File: src/rtl/uart_pkg.sv
// uart_pkg -- definitions shared by the UART receive and transmit sides:
// line-state FSM encoding, default frame geometry and the 2-of-3 vote helper.
package uart_pkg;

    localparam int DEFAULT_DATA_WIDTH = 8;
    localparam int DEFAULT_OVERSAMPLE = 8;

    typedef enum logic [2:0] {
        IDLE   = 3'd0,
        START  = 3'd1,
        DATA   = 3'd2,
        PARITY = 3'd3,
        STOP   = 3'd4
    } uart_state_e;

    function automatic logic majority3(input logic a, input logic b, input logic c);
        return (a & b) | (a & c) | (b & c);
    endfunction

endpackage

File: src/rtl/uart_rx_if.sv
// uart_rx_if -- serial line, parity configuration and received-word result
// signals of the UART receiver. The line side drives through master, the
// receiver attaches through slave.
interface uart_rx_if #(
    parameter int DATA_WIDTH = uart_pkg::DEFAULT_DATA_WIDTH
);
    logic                  RX_IN;
    logic                  PAR_EN;
    logic                  PAR_TYP;
    logic [DATA_WIDTH-1:0] P_DATA;
    logic                  data_valid;
    logic                  par_err;
    logic                  stp_err;

    modport master (
        output RX_IN, PAR_EN, PAR_TYP,
        input  P_DATA, data_valid, par_err, stp_err
    );

    modport slave (
        input  RX_IN, PAR_EN, PAR_TYP,
        output P_DATA, data_valid, par_err, stp_err
    );
endinterface

File: src/rtl/uart_rx_sampler.sv
// uart_rx_sampler -- takes three samples around the bit centre (edge counts
// OVERSAMPLE/2-1, OVERSAMPLE/2, OVERSAMPLE/2+1) and registers their 2-of-3
// majority. bit_tick is high for the single cycle in which bit_val is new.
module uart_rx_sampler
    import uart_pkg::*;
#(
    parameter int OVERSAMPLE = DEFAULT_OVERSAMPLE,
    parameter int CW         = $clog2(OVERSAMPLE)
) (
    input  logic          clk,
    input  logic          rst,
    input  logic          rx,
    input  logic [CW-1:0] edge_cnt,
    output logic          bit_val,
    output logic          bit_tick
);
    localparam logic [CW-1:0] S0_EDGE = CW'(OVERSAMPLE / 2 - 1);
    localparam logic [CW-1:0] S1_EDGE = CW'(OVERSAMPLE / 2);
    localparam logic [CW-1:0] S2_EDGE = CW'(OVERSAMPLE / 2 + 1);

    logic s0;
    logic s1;

    // Hold the first two samples; the third is voted in directly as it arrives.
    always_ff @(posedge clk or posedge rst) begin
        if (rst) begin
            s0       <= 1'b0;
            s1       <= 1'b0;
            bit_val  <= 1'b0;
            bit_tick <= 1'b0;
        end else begin
            bit_tick <= 1'b0;
            if (edge_cnt == S0_EDGE) s0 <= rx;
            if (edge_cnt == S1_EDGE) s1 <= rx;
            if (edge_cnt == S2_EDGE) begin
                bit_val  <= majority3(s0, s1, rx);
                bit_tick <= 1'b1;
            end
        end
    end

endmodule

File: src/rtl/uart_rx.sv
// uart_rx -- oversampling UART receiver, LSB first, one stop bit.
// Build option UART_RX_PARITY_EN: when defined, an optional parity bit
// (enabled per frame by PAR_EN, even/odd by PAR_TYP) is received and checked;
// when undefined PAR_EN/PAR_TYP are ignored and par_err stays 0.
// Results pulse one cycle after the stop-bit decision, which lands in the
// second half of the stop bit so the next start bit can follow without a gap.
module uart_rx
    import uart_pkg::*;
#(
    parameter int DATA_WIDTH = DEFAULT_DATA_WIDTH,
    parameter int OVERSAMPLE = DEFAULT_OVERSAMPLE
) (
    input logic      clk,
    input logic      rst,
    uart_rx_if.slave bus
);
    localparam int CW = $clog2(OVERSAMPLE);
    localparam int BW = (DATA_WIDTH > 1) ? $clog2(DATA_WIDTH) : 1;
    localparam logic [CW-1:0] EDGE_LAST = CW'(OVERSAMPLE - 1);
    localparam logic [BW-1:0] BIT_LAST  = BW'(DATA_WIDTH - 1);

    uart_state_e           state;
    uart_state_e           state_next;
    logic [CW-1:0]         edge_cnt;
    logic [BW-1:0]         bit_cnt;
    logic [DATA_WIDTH-1:0] shift_reg;
    logic [DATA_WIDTH-1:0] p_data;
    logic                  bit_val;
    logic                  bit_tick;
    logic                  par_bad;
    logic                  dv_set;
    logic                  pe_set;
    logic                  se_set;
    logic                  data_valid;
    logic                  par_err;
    logic                  stp_err;
    logic                  rx;
    logic                  edge_last;
    logic                  bit_last;

    assign rx        = bus.RX_IN;
    assign edge_last = (edge_cnt == EDGE_LAST);
    assign bit_last  = (bit_cnt == BIT_LAST);

    assign bus.P_DATA     = p_data;
    assign bus.data_valid = data_valid;
    assign bus.par_err    = par_err;
    assign bus.stp_err    = stp_err;

    uart_rx_sampler #(
        .OVERSAMPLE (OVERSAMPLE),
        .CW         (CW)
    ) u_sampler (
        .clk      (clk),
        .rst      (rst),
        .rx       (rx),
        .edge_cnt (edge_cnt),
        .bit_val  (bit_val),
        .bit_tick (bit_tick)
    );

`ifdef UART_RX_PARITY_EN
    logic par_en_l;
    logic par_typ_l;

    // Freeze the parity configuration at start detection and judge the parity bit.
    always_ff @(posedge clk or posedge rst) begin
        if (rst) begin
            par_en_l  <= 1'b0;
            par_typ_l <= 1'b0;
            par_bad   <= 1'b0;
        end else begin
            if (state == IDLE) begin
                par_bad <= 1'b0;
                if (!rx) begin
                    par_en_l  <= bus.PAR_EN;
                    par_typ_l <= bus.PAR_TYP;
                end
            end else if (state == PARITY && bit_tick) begin
                par_bad <= bit_val ^ (^shift_reg) ^ par_typ_l;
            end
        end
    end
`else
    logic unused_cfg;
    assign unused_cfg = bus.PAR_EN ^ bus.PAR_TYP;
    assign par_bad    = 1'b0;
`endif

    // State register.
    always_ff @(posedge clk or posedge rst) begin
        if (rst) state <= IDLE;
        else     state <= state_next;
    end

    // Next-state: bit boundaries come from the edge counter, early exits from the voted bit.
    always_comb begin
        state_next = state;
        case (state)
            IDLE:   if (!rx) state_next = START;
            START: begin
                if (bit_tick && bit_val) state_next = IDLE;
                else if (edge_last)      state_next = DATA;
            end
            DATA: begin
                if (edge_last && bit_last) begin
`ifdef UART_RX_PARITY_EN
                    state_next = par_en_l ? PARITY : STOP;
`else
                    state_next = STOP;
`endif
                end
            end
`ifdef UART_RX_PARITY_EN
            PARITY: if (edge_last) state_next = STOP;
`endif
            STOP:   if (bit_tick) state_next = IDLE;
            default: state_next = IDLE;
        endcase
    end

    // Result pulses are decided once, on the stop-bit decision.
    always_comb begin
        dv_set = 1'b0;
        pe_set = 1'b0;
        se_set = 1'b0;
        if (state == STOP && bit_tick) begin
            se_set = !bit_val;
            pe_set = par_bad;
            dv_set = bit_val && !par_bad;
        end
    end

    // Counters, shift register and registered result outputs.
    always_ff @(posedge clk or posedge rst) begin
        if (rst) begin
            edge_cnt   <= '0;
            bit_cnt    <= '0;
            shift_reg  <= '0;
            p_data     <= '0;
            data_valid <= 1'b0;
            par_err    <= 1'b0;
            stp_err    <= 1'b0;
        end else begin
            data_valid <= dv_set;
            par_err    <= pe_set;
            stp_err    <= se_set;
            if (dv_set) p_data <= shift_reg;

            // The start edge itself counts as edge 0, so IDLE->START loads 1.
            if (state_next == IDLE || edge_last) edge_cnt <= '0;
            else                                 edge_cnt <= edge_cnt + 1'b1;

            if (state != DATA)  bit_cnt <= '0;
            else if (edge_last) bit_cnt <= bit_last ? '0 : bit_cnt + 1'b1;

            if (state == DATA && bit_tick)
                shift_reg <= {bit_val, shift_reg[DATA_WIDTH-1:1]};
        end
    end

endmodule

File: src/flat_wrapper.sv
// flat-port wrapper written by rule: the top's interface ports become plain ports
module uart_rx_flat import uart_pkg::*;
#(
    parameter int DATA_WIDTH = DEFAULT_DATA_WIDTH,
    parameter int OVERSAMPLE = DEFAULT_OVERSAMPLE
)
  (clk, rst, bus_RX_IN, bus_PAR_EN, bus_PAR_TYP, bus_P_DATA, bus_data_valid, bus_par_err, bus_stp_err);
  uart_rx_if #(.DATA_WIDTH(DATA_WIDTH)) bus_i ();
  input logic clk;
  input logic rst;
  input wire logic [$bits(bus_i.RX_IN)-1:0] bus_RX_IN;
  input wire logic [$bits(bus_i.PAR_EN)-1:0] bus_PAR_EN;
  input wire logic [$bits(bus_i.PAR_TYP)-1:0] bus_PAR_TYP;
  output wire logic [$bits(bus_i.P_DATA)-1:0] bus_P_DATA;
  output wire logic [$bits(bus_i.data_valid)-1:0] bus_data_valid;
  output wire logic [$bits(bus_i.par_err)-1:0] bus_par_err;
  output wire logic [$bits(bus_i.stp_err)-1:0] bus_stp_err;
  assign bus_i.RX_IN = bus_RX_IN;
  assign bus_i.PAR_EN = bus_PAR_EN;
  assign bus_i.PAR_TYP = bus_PAR_TYP;
  assign bus_P_DATA = bus_i.P_DATA;
  assign bus_data_valid = bus_i.data_valid;
  assign bus_par_err = bus_i.par_err;
  assign bus_stp_err = bus_i.stp_err;
  uart_rx #(.DATA_WIDTH(DATA_WIDTH), .OVERSAMPLE(OVERSAMPLE)) u_core (.clk(clk), .rst(rst), .bus(bus_i));
endmodule
File: config.mk
export PLATFORM = sky130hd
export DESIGN_NAME = uart_rx_flat
export DESIGN_NICKNAME = d
export VERILOG_FILES = /design/src/rtl/uart_pkg.sv /design/src/rtl/uart_rx_if.sv /design/src/rtl/uart_rx_sampler.sv /design/src/rtl/uart_rx.sv /design/src/flat_wrapper.sv
export SDC_FILE = /design/constraint.sdc
export NUM_CORES = 1
export LEC_CHECK = 0
export ABC_AREA = 1
export CAP_MARGIN = 25
export CORE_MARGIN = 2
export CORE_UTILIZATION = 60
export CTS_CLUSTER_SIZE = 8
export DETAILED_ROUTE_END_ITERATION = 10
export DONT_BUFFER_PORTS = 1
export PLACE_DENSITY = 0.76
export SYNTH_ARGS = -nofsm -noshare
export SYNTH_HDL_FRONTEND = slang
export SYNTH_HIERARCHICAL = 1
export SYNTH_SLANG_ARGS = --single-unit
File: constraint.sdc
create_clock -name clk -period 2.8 [get_ports clk]
set_input_delay 0 -clock clk [delete_from_list [all_inputs] [get_ports clk]]
set_output_delay 0 -clock clk [all_outputs]
set_load 0.01 [all_outputs]
[Yosys cells after proc, flatten, opt, wreduce, memory -nomap -nowiden]
Index checks and enable logic that the tools add are counted.
W data, S select, Z words.
Word-level totals
  register bits: 31
  logic and storage cells: 49
Operators by class
  equality and inequality tests: 9
  $add $sub $neg: 2
  reductions and logical operators: 9
  muxes and demuxes: 13
  bitwise logic cells: 5
Operators with widths (number)
  $mux W3: 9
  $eq A3 B3 Y1 const B: 5
  $pmux W3 S4: 1
  $add A3 B1 Y3 const B: 2
  $eq A3 B2 Y1 const B: 2
  $logic_not A3 Y1: 2
  $logic_and A1 B1 Y1: 4
  $and A1 B1 Y1: 3
  $eq A3 B1 Y1 const B: 1
  $mux W1: 3
  $ne A3 B2 Y1 const B: 1
  $or A1 B1 Y1: 2
  $reduce_bool A2 Y1: 1
  $logic_not A1 Y1: 1
  $logic_or A1 B1 Y1: 1

[Logic depth before layout (Yosys ltp)]
Gate-level depths: netlist of run 1.
  depth in word-level cells: 7
  gate-level depth with buffers: 9
  gate-level depth less buffers: 9

[Modules after synthesis]
The synthesis of run 1 kept the hierarchy.
Modules (own cells, without submodules)
  uart_rx: sequential area each 675.6 µm², instances 1, cells each 125, area each 1173.6 µm²
  uart_rx_sampler: sequential area each 100.1 µm², instances 1, cells each 25, area each 192.7 µm²

[Least setup slack after synthesis of run 1]
Ideal clock, no wire load.
  path kind: register to register
  from: register u_core.edge_cnt[0]
  to: register u_core.edge_cnt[0]
  stages on the path, launching flop included: 10
  slack: 1.367 ns
  arrival: 1.309 ns
  data required time: 2.677 ns
  cells stage by stage: dfrtp_1 > ha_1 > ha_1 > nand2_1 > nand2_1 > nor2_1 > nor2_1 > nand3_1 > nand2_1 > nor2_1
On the way
  longest elaborated chain between the ends: 7
Ends and longest elaborated chain
  from (decl): line uart_rx.sv:24  | logic [CW-1:0] edge_cnt;
  from (signal assigned): line uart_rx.sv:152  | else edge_cnt <= edge_cnt + 1'b1;
  $eq A3 B3 Y1: line uart_rx.sv:42  | assign edge_last = (edge_cnt == EDGE_LAST);
  $mux W3 / $logic_and A1 B1 Y1 (equally long branches): line uart_rx.sv:103, uart_rx.sv:106
  $mux W3, on equally long branches: line uart_rx.sv:102, uart_rx.sv:106
  $pmux W3 S4: line uart_rx.sv:99  | case (state)
  $logic_not A3 Y1: line uart_rx.sv:151  | if (state_next == IDLE || edge_last) edge_cnt <= '0;
  $logic_or A1 B1 Y1: line uart_rx.sv:151
  $mux W3 *: line uart_rx.sv:151
Every way passes the cells marked *; elsewhere a longest branch is shown, timed or not.
A chain may end at the register's enable or synchronous reset.

[Worst setup path in the final report of run 1]
  from: register u_core.edge_cnt[0]
  to: register u_core.edge_cnt[2]
Same word-level chain as after synthesis.

==> impl_metrics.csv, run 1 <==
group,metric,value,unit
run_status,result_of_the_run,"finished with violations",
run_status,failed_checks,"hold timing",
yosys,yosys.area.top_type_share,0.568,
flow_run,maxCapViolations,0,
layout,fraction_of_layout_instances_using_a_drive_strength_above_1,0.159,
worst_setup_path,critical_path.cell_chain,"ha_1 -> ha_1 -> inv_2 -> nand3_1 -> nor2_1 -> nor2_1 -> nand3_1 -> nand2_1 -> nor2_1",
sta,timing.fmax,613,MHz
clock_tree,numClockSinks,31,
clock_tree,cts_made_buffers,5,
worst_setup_path,crit_buf_inv,1,
placed_design,post-place-cells,175,
global_routing,grt_pass1_wl,3830,µm
yosys,synth.mux.area_fraction,0,
yosys,ys_dominant_reg_cell,"sky130_fd_sc_hd__dfrtp_1",
global_routing,first_global_vias,939,
sta,report.final.setup_viol,0,
sta,finClkSkew,9.85,ps
worst_setup_path,end_kind,"register",
global_routing,total_grt_usage,0.203,
detailed_routing,num_vias,974,
worst_setup_path,cp_num_cells,9,
worst_setup_path,critPathCapture,"u_core/edge_cnt[2]",
worst_setup_path,critical-path-max-stage-delay,450,ps
die,placeableCoreArea,0.00219,mm²
yosys,synth_compound_gate_area_share,0.0980,
layout,multiInputGateArea,469,µm²
clock_tree,clockRootBuffer,"sky130_fd_sc_hd__clkbuf_4",
worst_setup_path,worst_r2r_endpoint,"u_core/edge_cnt[2]",
yosys,ys_seq_area_frac,0.568,
power_and_ir_drop,power_switching,289,µW
power_and_ir_drop,power_frac_comb,0.162,
yosys,post-synth-top-count-cell,"sky130_fd_sc_hd__nand2_1",
power_and_ir_drop,standby_leakage_power,0.000744,µW
layout,areaGrowthSynthToFinish,8.42,%
global_routing,antenna_found_initial,0,
yosys,yosys_warnings,6,
global_routing,grt_remaining_overflow,0,
detailed_routing,drt_drc_violations_left,0,
detailed_routing,highest_routed_metal_layer,"met4",
die,top_ports,16,
worst_setup_path,peak_fanout_along_the_critical_path,7,
worst_setup_path,timing_worst_setup_path_type,"reg2reg",
detailed_routing,detail_route.wirelength,2320,µm
detailed_routing,drt-wirelength-per-cell,12.5,µm
placed_design,dp_hpwl,1560,µm
die,row_count,17,
power_and_ir_drop,power.clock.fraction,0.272,
layout,fill_cells,181,
yosys,post_synth_and_or_nand_nor_area_fraction,0.206,
sta,timing.final.max_slew_violations,0,
die,die-width,51.7,µm
sta,layout_min_cycle_time,1630,ps
clock_tree,cts.reportedPaths.clkPinSlew,90,ps
placed_design,place.gp.congestion,0.806,
detailed_routing,firstDrtPassIters,6,
detailed_routing,wirelength_met1,956,µm
detailed_routing,detailedRoute.firstIterationViolations,21,
worst_setup_path,crit_start,"u_core/edge_cnt[0]",
worst_setup_path,worstSetupStartpointType,"register",
die,die_area,0.00267,mm²
global_routing,pin_count_of_the_biggest_net_entering_global_routing,28,
detailed_routing,route.met2.wl,1190,µm
layout,finalNonFillerCells,185,
yosys,synth.distinct_cells,23,
sta,grt_setup_unrepaired,"no",
yosys,synth.cells.most_frequent,"37 x sky130_fd_sc_hd__nand2_1, 31 x sky130_fd_sc_hd__dfrtp_1, 21 x sky130_fd_sc_hd__inv_1",
clock_tree,clock_tree_from_tritoncts,"built",
die,die_y,51.7,µm
sta,totalNegativeSetupSlack,0,ps
power_and_ir_drop,pwr_dens,647,mW/mm²
placed_design,numPortBuffers,0,
worst_setup_path,timing.critical_path.slowest_stage_cell,"sky130_fd_sc_hd__dfrtp_1",
sta,holdWs,-2.68,ps
sta,post_route_clock_period_utilization,0.583,
yosys,postSynthAreaPerCell,9.11,µm²
clock_tree,post_cts_buffers,0,
layout,antenna-diode-count,0,
clock_tree,clk_latency,330,ps
detailed_routing,antenna_left,0,
worst_setup_path,timing.rr.start,"u_core/edge_cnt[0]",
min_path,worst_hold_path_type,"in2async",
detailed_routing,met3RoutedLength,74,µm
worst_setup_path,path_common_cell,"sky130_fd_sc_hd__nor2_1",
sta,final-hold-violation-count,1,
clock_tree,htreeDepth,2,
yosys,syn_area,0.00137,mm²
yosys,dominant_combinational_cell_family_by_area_after_synthesis,"simple AND/OR/NAND/NOR gates",
yosys,edff_count_synth,0,
worst_setup_path,crit_family,"simple AND/OR/NAND/NOR gates",
yosys,synthesis.nets,159,
detailed_routing,via_per_inst,5.26,
yosys,synth_seq_cells,31,
worst_setup_path,worst-endpoint-required,3030,ps
die,floorplan.initialDensity,0.624,
yosys,ys_top_cells_by_area,"sky130_fd_sc_hd__dfrtp_1 57%, sky130_fd_sc_hd__nand2_1 10%, sky130_fd_sc_hd__inv_1 5.8%",
yosys,postSynthCellCount,150,
worst_setup_path,worstRegToRegCells,9,
worst_setup_path,reg2reg_slack,1170,ps
power_and_ir_drop,seq_power_share,0.565,
power_and_ir_drop,power.switching_fraction,0.301,
yosys,synth-xor-area-share,0,
clock_tree,ctsLongestPathBuffers,2,
layout,register_area,776,µm²
power_and_ir_drop,ir_drop,503,µV
layout,num-nets-final,166,
power_and_ir_drop,internal_power_contribution,669,µW
yosys,async_set_reset_flop_share_out_of_synthesis,1.00,
yosys,cell_type_with_the_largest_total_area_after_synthesis,"sky130_fd_sc_hd__dfrtp_1",
worst_setup_path,cp.arrival,1860,ps
yosys,yosys.area_share.adder,0.0366,
## worst min-delay path by stage
stage | slack (ps) | cells after the start | end | start
after global routing | 20 | 2 | u_core/u_sampler/s0 | rst
after CTS | 1 | 2 | u_core/u_sampler/s0 | rst
final | -3 | 2 | u_core/u_sampler/bit_val | rst
after floorplan | -230 | 1 | u_core/u_sampler/bit_tick | rst
after detailed placement | -210 | 1 | u_core/u_sampler/s0 | rst
after global placement | -220 | 1 | u_core/u_sampler/bit_val | rst
## placed cells by master (no fill, tap or decap), drive strengths merged
cell          n
nand2        38
dfrtp        31
inv          26
o21ai        17
nor2         15
nand3         8
clkbuf        6
ha            4
a21oi         3
dlygate4sd3   2
nand4         2
clkinv        1
a211oi        1
and2          1
conb          1
buf           1
## worst register-to-register path, cell delays in order, from the launching register on
cell and delay (ps):
sky130_fd_sc_hd__dfrtp_1 450, sky130_fd_sc_hd__ha_1 180, sky130_fd_sc_hd__ha_1 280, sky130_fd_sc_hd__inv_2 90
sky130_fd_sc_hd__nand3_1 100, sky130_fd_sc_hd__nor2_1 50, sky130_fd_sc_hd__nor2_1 130, sky130_fd_sc_hd__nand3_1 90
sky130_fd_sc_hd__nand2_1 110, sky130_fd_sc_hd__nor2_1 60
## power by group through the flow
stage          registers [µW]  logic (µW)  clock network, µW
2_1_floorplan             537         123                  0
3_3_place_gp              545         136                  0
3_5_place_dp              549         146                  0
4_1_cts                   540         150                266
5_1_grt                   549         185                280
6_report                  541         155                261
## logic make-up after synthesis
kind of cell               Yosys count
buffers and inverters               29
other                                1
AOI/OAI and AO/OA                   21
adders and majority gates            4
DFF                                 31
and+or+nand+nor                     64
## metrics by stage
stage          power [µW]  setup WS [ps]  hold WS [ps]   util  instance area [µm²]
2_1_floorplan         660           1370          -234      -                 1370
3_3_place_gp          681           1200          -222  0.629                 1380
3_5_place_dp          694           1170          -213  0.629                 1380
4_1_cts               956           1150          1.05  0.664                 1450
5_1_grt              1010            946          18.2  0.676                 1480
6_report              958           1170         -2.68  0.676                 1480
## area by class of cell
cell class,instances,share of cell area
multi-input combinational,90,0.317
tap,28,0.0236
clock inverter,1,0.00338
inverter,26,0.0659
clock buffer,6,0.0346
sequential,31,0.524
timing repair buffer,3,0.0321
## routing by layer
| layer | GRT usage | vias to the layer above |
|---|---|---|
| li1 | - | 479 |
| met1 | 0.213 | 468 |
| met2 | 0.346 | 16 |
| met3 | 0.0690 | 11 |
| met4 | 0.132 | 0 |
| met5 | 0 | - |
## repair_timing
action,4_1_cts,5_1_grt
resized for setup,0,0
endpoints found under the hold margin,35,0
hold buffers,2,0
(Power assumes the default switching activity.)
==> run 2: changes to the inputs <==
--- a/config.mk
+++ b/config.mk
@@ -5,7 +5,7 @@
 export SDC_FILE = /design/constraint.sdc
 export NUM_CORES = 1
 export LEC_CHECK = 0
-export ABC_AREA = 1
+export ABC_AREA = 0
 export CAP_MARGIN = 25
 export CORE_MARGIN = 2
 export CORE_UTILIZATION = 60
==> constraint.sdc (replaced) <==
create_clock -name clk -period 1.6 [get_ports clk]
set_input_delay 0 -clock clk [delete_from_list [all_inputs] [get_ports clk]]
set_output_delay 0 -clock clk [all_outputs]
set_load 0.01 [all_outputs]
==> run 2 against run 1 <==
- hold slack improved by 21 ps
- clock skew down 6.2 ps
- combinational power is 72% lower
- global-route usage is 2.2 points lower
- critical endpoint is now u_core/bit_cnt[0]
- critical path depth fell by 4
- power increased by 41%
- the run now ends clean
- maximum frequency up 15%
- synthesized area fell by 2.8%
- sequential power increased by 50%
- highest routed layer unchanged
- design area is 2.3% lower
- final cell count shrank 28%
- worst setup slack worse by 980 ps
==> impl_metrics.csv, run 2 <==
group,metric,value,unit
yosys,synth_seq_cells,31,
sta,report.final.setup_viol,0,
yosys,synth.distinct_cells,28,
clock_tree,post_cts_buffers,0,
die,die-width,51.0,µm
sta,totalNegativeSetupSlack,0,ps
layout,fraction_of_layout_instances_using_a_drive_strength_above_1,0.349,
power_and_ir_drop,power_switching,273,µW
power_and_ir_drop,internal_power_contribution,1080,µW
die,die_area,0.00260,mm²
worst_setup_path,end_kind,"register",
layout,final_cell_mix,"31 x sky130_fd_sc_hd__dfrtp_1, 18 x sky130_fd_sc_hd__mux2_2, 6 x sky130_fd_sc_hd__a21oi_1, 5 x sky130_fd_sc_hd__clkbuf_4, 5 x sky130_fd_sc_hd__nand2_1",
die,die_y,51.0,µm
clock_tree,htreeDepth,2,
yosys,ys_seq_area_frac,0.584,
sta,layout_min_cycle_time,1410,ps
yosys,postSynthCellCount,96,
clock_tree,clk_latency,320,ps
layout,areaGrowthSynthToFinish,9.05,%
worst_setup_path,worst-endpoint-required,1810,ps
global_routing,total_grt_usage,0.181,
worst_setup_path,timing_worst_setup_path_type,"reg2reg",
run_status,result_of_the_run,"finished clean",
sta,finClkSkew,3.67,ps
placed_design,post_dp_cell_area,0.00136,mm²
yosys,postSynthAreaPerCell,13.8,µm²
power_and_ir_drop,standby_leakage_power,0.000703,µW
placed_design,place.gp.congestion,0.717,
min_path,worst_hold_path_type,"in2async",
detailed_routing,firstDrtPassIters,4,
die,floorplan.initialDensity,0.618,
worst_setup_path,crit_buf_inv,1,
placed_design,numPortBuffers,0,
sta,post_route_clock_period_utilization,0.884,
clock_tree,cts.reportedPaths.clkPinSlew,80,ps
worst_setup_path,critical-path-max-stage-delay,440,ps
detailed_routing,num_vias,732,
sta,worst_max_slew_margin_expressed_relative_to_the_limit,0.616,
power_and_ir_drop,power.clock.fraction,0.367,
die,row_count,17,
worst_setup_path,worstSetupStartpointType,"register",
worst_setup_path,cp.arrival,1620,ps
detailed_routing,via_per_inst,5.46,
sta,worst_margin_pin_slew,575,ps
yosys,synthesis.nets,105,
yosys,post-synth-top-count-cell,"sky130_fd_sc_hd__dfrtp_1",
layout,final_area,0.00145,mm²
worst_setup_path,path_common_cell,"sky130_fd_sc_hd__ha_1",
power_and_ir_drop,power.switching_fraction,0.202,
worst_setup_path,crit_family,"adder cells",
sta,timing.fmax,707,MHz
layout,antenna-diode-count,0,
global_routing,grt_pass1_wl,3280,µm
layout,finalNonFillerCells,134,
yosys,edff_count_synth,0,
layout,num-nets-final,114,
clock_tree,clockRootBuffer,"sky130_fd_sc_hd__clkbuf_4",
detailed_routing,antenna_left,0,
layout,final_common_cell,"sky130_fd_sc_hd__dfrtp_1",
yosys,synth.cells.most_frequent,"31 x sky130_fd_sc_hd__dfrtp_1, 18 x sky130_fd_sc_hd__mux2_2, 6 x sky130_fd_sc_hd__a21oi_1",
yosys,cell_type_with_the_largest_total_area_after_synthesis,"sky130_fd_sc_hd__dfrtp_1",
global_routing,pin_count_of_the_biggest_net_entering_global_routing,17,
die,placeableCoreArea,0.00215,mm²
die,top_ports,16,
sta,holdWs,18.7,ps
detailed_routing,detail_route.wirelength,1900,µm
power_and_ir_drop,pwr_dens,933,mW/mm²
global_routing,antenna_found_initial,0,
sta,grt_setup_unrepaired,"no",
yosys,async_set_reset_flop_share_out_of_synthesis,1.00,
sta,timing.final.max_slew_violations,0,
yosys,yosys.area.top_type_share,0.584,
sta,final-hold-violation-count,0,
detailed_routing,drt-wirelength-per-cell,14.2,µm
flow_run,maxCapViolations,0,
power_and_ir_drop,seq_power_share,0.601,
placed_design,dp_hpwl,1390,µm
clock_tree,cts_made_buffers,5,
worst_setup_path,peak_fanout_along_the_critical_path,7,
worst_setup_path,critical_path.cell_chain,"ha_1 -> ha_1 -> inv_1 -> a21oi_1 -> nor2_1",
yosys,yosys_warnings,6,
sta,setup_slack,186,ps
detailed_routing,drt_drc_violations_left,0,
global_routing,first_global_vias,753,
yosys,syn_area,0.00133,mm²
power_and_ir_drop,power_frac_comb,0.033,
worst_setup_path,timing.critical_path.slowest_stage_cell,"sky130_fd_sc_hd__dfrtp_1",
placed_design,dpl_worst_slack,214,ps
detailed_routing,detailedRoute.firstIterationViolations,7,
clock_tree,cts.repair.resized,0,
clock_tree,numClockSinks,31,
placed_design,post-place-cells,124,
global_routing,grt_remaining_overflow,0,
yosys,ys_top_cells_by_area,"sky130_fd_sc_hd__dfrtp_1 58%, sky130_fd_sc_hd__mux2_2 15%, sky130_fd_sc_hd__ha_1 3.8%",
clock_tree,ctsLongestPathBuffers,2,
clock_tree,clock_tree_from_tritoncts,"built",
power_and_ir_drop,ir_drop,685,µV
yosys,ys_dominant_reg_cell,"sky130_fd_sc_hd__dfrtp_1",
[run 2: power groups by stage]
stage | Clock, µW | Sequential, µW | Combinational [µW]
2_1_floorplan | 0 | 824 | 32.2
3_3_place_gp | 0 | 827 | 38.4
3_5_place_dp | 0 | 827 | 40.1
4_1_cts | 519 | 812 | 45.8
5_1_grt | 545 | 815 | 51.4
6_report | 496 | 812 | 44.0
[run 2: logic make-up (layout without fill, tap and decap cells)]
family | Yosys count | after routing | synth area share
flops | 31 | 31 | 0.584
simple gates | 23 | 23 | 0.118
mux | 20 | 20 | 0.172
compound gates | 10 | 10 | 0.0518
buf+inv | 6 | 16 | 0.0254
fa+ha+maj | 5 | 5 | 0.0462
other cells | 1 | 1 | 0.00282
[run 2: what timing repair did]
action | 4_1_cts | 5_1_grt
endpoints found under the hold margin | 24 | 0
endpoints found under the setup margin | 0 | 0
hold buffers | 2 | 0
[run 2: worst paths after layout]
kind / to / from / cells after the start / slack, ps
min: u_core/u_sampler/bit_val / rst / 2 / 20
max: u_core/bit_cnt[0] / u_core/edge_cnt[0] / 5 / 190
max in group asynchronous: u_core/bit_cnt[1] / rst / 3 / 840
min reg2reg: u_core/shift_reg[0] / u_core/shift_reg[0] / 1 / 520
min in group clk: u_core/u_sampler/s1 / bus_RX_IN / 2 / 500
max reg2reg: u_core/bit_cnt[0] / u_core/edge_cnt[0] / 5 / 190
[run 2: layout make-up]
type                       instances  area (µm²)
sequential                        31         776
fill                             160         701
multi-input combinational         59         518
clock buffer                       8        68.8
timing repair buffer               4        35.0
tap                               28        35.0
inverter                           4        15.0
[run 2: routing by layer]
| layer | global-route usage | share of wire | vias up |
|---|---|---|---|
| met1 | 0.206 | 0.44 | 360 |
| met2 | 0.288 | 0.50 | 18 |
| met5 | 0 | 0 | - |
| li1 | - | - | 350 |
| met4 | 0.122 | 0.017 | 0 |
| met3 | 0.0614 | 0.043 | 4 |
[run 2: per-stage QoR]
| step | power, µW | util |
|---|---|---|
| finish | 1350 | 0.674 |
| global route | 1410 | 0.674 |
| CTS | 1380 | 0.674 |
| detailed placement | 868 | 0.632 |
| global placement | 865 | 0.632 |
| floorplan | 856 | - |
==> run 3: changes to the inputs <==
--- a/config.mk
+++ b/config.mk
@@ -12,7 +12,7 @@
 export CTS_CLUSTER_SIZE = 8
 export DETAILED_ROUTE_END_ITERATION = 10
 export DONT_BUFFER_PORTS = 1
-export PLACE_DENSITY = 0.76
+export PLACE_DENSITY = 0.78
 export SYNTH_ARGS = -nofsm -noshare
 export SYNTH_HDL_FRONTEND = slang
 export SYNTH_HIERARCHICAL = 1
==> run 3 against run 2 <==
- via count up 2.2%
- critical path depth unchanged
- maximum frequency up 1.5%
- highest routed layer unchanged
==> impl_metrics.csv, run 3 (synthesis results as in run 2) <==
group,metric,value,unit
run_status,result_of_the_run,"finished clean",
die,row_count,17,
sta,holdWs,188,ps
detailed_routing,drt_drc_violations_left,0,
clock_tree,clockRootBuffer,"sky130_fd_sc_hd__clkbuf_4",
placed_design,numPortBuffers,0,
sta,final-hold-violation-count,0,
worst_setup_path,path_common_cell,"sky130_fd_sc_hd__ha_1",
placed_design,place.gp.congestion,0.707,
layout,antenna-diode-count,0,
clock_tree,numClockSinks,31,
detailed_routing,num_vias,748,
layout,fill_cells,161,
global_routing,first_global_vias,803,
power_and_ir_drop,ir_drop,852,µV
worst_setup_path,critical_path.cell_chain,"ha_1 -> ha_1 -> inv_1 -> a21oi_1 -> nor2_1",
clock_tree,clk_latency,330,ps
global_routing,pin_count_of_the_biggest_net_entering_global_routing,28,
detailed_routing,antenna_left,0,
detailed_routing,drt-wirelength-per-cell,15.3,µm
min_path,worst_hold_path_type,"in2async",
worst_setup_path,cp.arrival,1610,ps
die,die_y,51.0,µm
sta,report.final.setup_viol,0,
clock_tree,cts.repair.resized,0,
worst_setup_path,timing.critical_path.slowest_stage_cell,"sky130_fd_sc_hd__dfrtp_1",
sta,finClkSkew,5.98,ps
die,top_ports,16,
sta,grt_setup_unrepaired,"no",
global_routing,grt_pass1_wl,3570,µm
placed_design,dp_hpwl,1460,µm
worst_setup_path,worstSetupStartpointType,"register",
layout,multiInputGateArea,518,µm²
worst_setup_path,critical-path-max-stage-delay,430,ps
detailed_routing,firstDrtPassIters,3,
sta,totalNegativeSetupSlack,0,ps
worst_setup_path,crit_buf_inv,1,
layout,final_cell_mix,"31 x sky130_fd_sc_hd__dfrtp_1, 18 x sky130_fd_sc_hd__mux2_2, 6 x sky130_fd_sc_hd__a21oi_1, 5 x sky130_fd_sc_hd__clkbuf_4, 5 x sky130_fd_sc_hd__nand2_1",
sta,timing.fmax,717,MHz
detailed_routing,detail_route.wirelength,2050,µm
layout,num-nets-final,114,
clock_tree,cts.reportedPaths.clkPinSlew,100,ps
layout,register_area,776,µm²
worst_setup_path,worst-endpoint-required,1820,ps
global_routing,antenna_found_initial,0,
sta,layout_min_cycle_time,1390,ps
global_routing,total_grt_usage,0.199,
power_and_ir_drop,pwr_dens,1000,mW/mm²
worst_setup_path,end_kind,"register",
layout,areaGrowthSynthToFinish,10.2,%
detailed_routing,via_per_inst,5.58,
layout,fraction_of_layout_instances_using_a_drive_strength_above_1,0.349,
die,floorplan.initialDensity,0.618,
die,placeableCoreArea,0.00215,mm²
detailed_routing,detailedRoute.firstIterationViolations,7,
worst_setup_path,timing_worst_setup_path_type,"reg2reg",
clock_tree,cts_made_buffers,5,
die,die_area,0.00260,mm²
layout,final_common_cell,"sky130_fd_sc_hd__dfrtp_1",
clock_tree,clock_tree_from_tritoncts,"built",
flow_run,maxCapViolations,0,
global_routing,grt_remaining_overflow,0,
clock_tree,ctsLongestPathBuffers,2,
die,die-width,51.0,µm
clock_tree,htreeDepth,2,
worst_setup_path,crit_family,"adder cells",
sta,timing.final.max_slew_violations,0,
sta,post_route_clock_period_utilization,0.871,
power_and_ir_drop,standby_leakage_power,0.000709,µW
worst_setup_path,peak_fanout_along_the_critical_path,7,
==> run 3: what timing repair did <==
item | CTS | global route
hold buffers | 3 | 0
endpoints found under the hold margin | 36 | 0
endpoints found under the setup margin | 0 | 0
buffers inserted | 0 | 0
==> run 3: final timing paths <==
path / start / to / slack [ps] / depth (start not counted)
min: rst / u_core/bus.data_valid / 190 / 3
min reg2reg: u_core/edge_cnt[0] / u_core/edge_cnt[0] / 510 / 1
max: u_core/edge_cnt[0] / u_core/bit_cnt[0] / 210 / 5
min in group clk: bus_RX_IN / u_core/u_sampler/s0 / 490 / 2
max reg2reg: u_core/edge_cnt[0] / u_core/bit_cnt[0] / 210 / 5
max in group asynchronous: rst / u_core/u_sampler/s1 / 890 / 3
==> run 3: routing by layer <==
| metal | global-route usage | vias to the layer above | wire [µm] |
|---|---|---|---|
| li1 | - | 351 | - |
| met1 | 0.214 | 379 | 867 |
| met2 | 0.335 | 13 | 1060 |
| met3 | 0.0848 | 5 | 91 |
| met4 | 0.0946 | 0 | 36 |
| met5 | 0 | - | 0 |
==> run 3: area by class of cell <==
cell class                 count  share of cell area
multi-input combinational     59               0.354
clock buffer                   5              0.0257
tap                           28              0.0240
inverter                       4              0.0103
clock inverter                 3              0.0299
timing repair buffer           4              0.0257
sequential                    31               0.530
==> run 3: where the power goes <==
group          total [µW]  internal [µW]  switching (µW)
Clock                 610            329             281
Combinational        44.0           21.7            22.3
Sequential            813            799            13.9
==> run 3: worst min-delay path, cell delays in order <==
cell	delay [ps]
sky130_fd_sc_hd__dlygate4sd3_1	550
sky130_fd_sc_hd__inv_1	60
sky130_fd_sc_hd__buf_4	310
==> run 3: per-stage QoR <==
stage                      util  area [µm²]  std cells  total power, µW  setup WS [ps]
after floorplan               -        1330         96              856            269
after global placement    0.629        1350        123              863            243
after detailed placement  0.629        1350        123              866            206
after CTS                 0.681        1460        134             1490            187
after global routing      0.681        1460        134             1530           86.4
final                     0.681        1460        134             1470            206
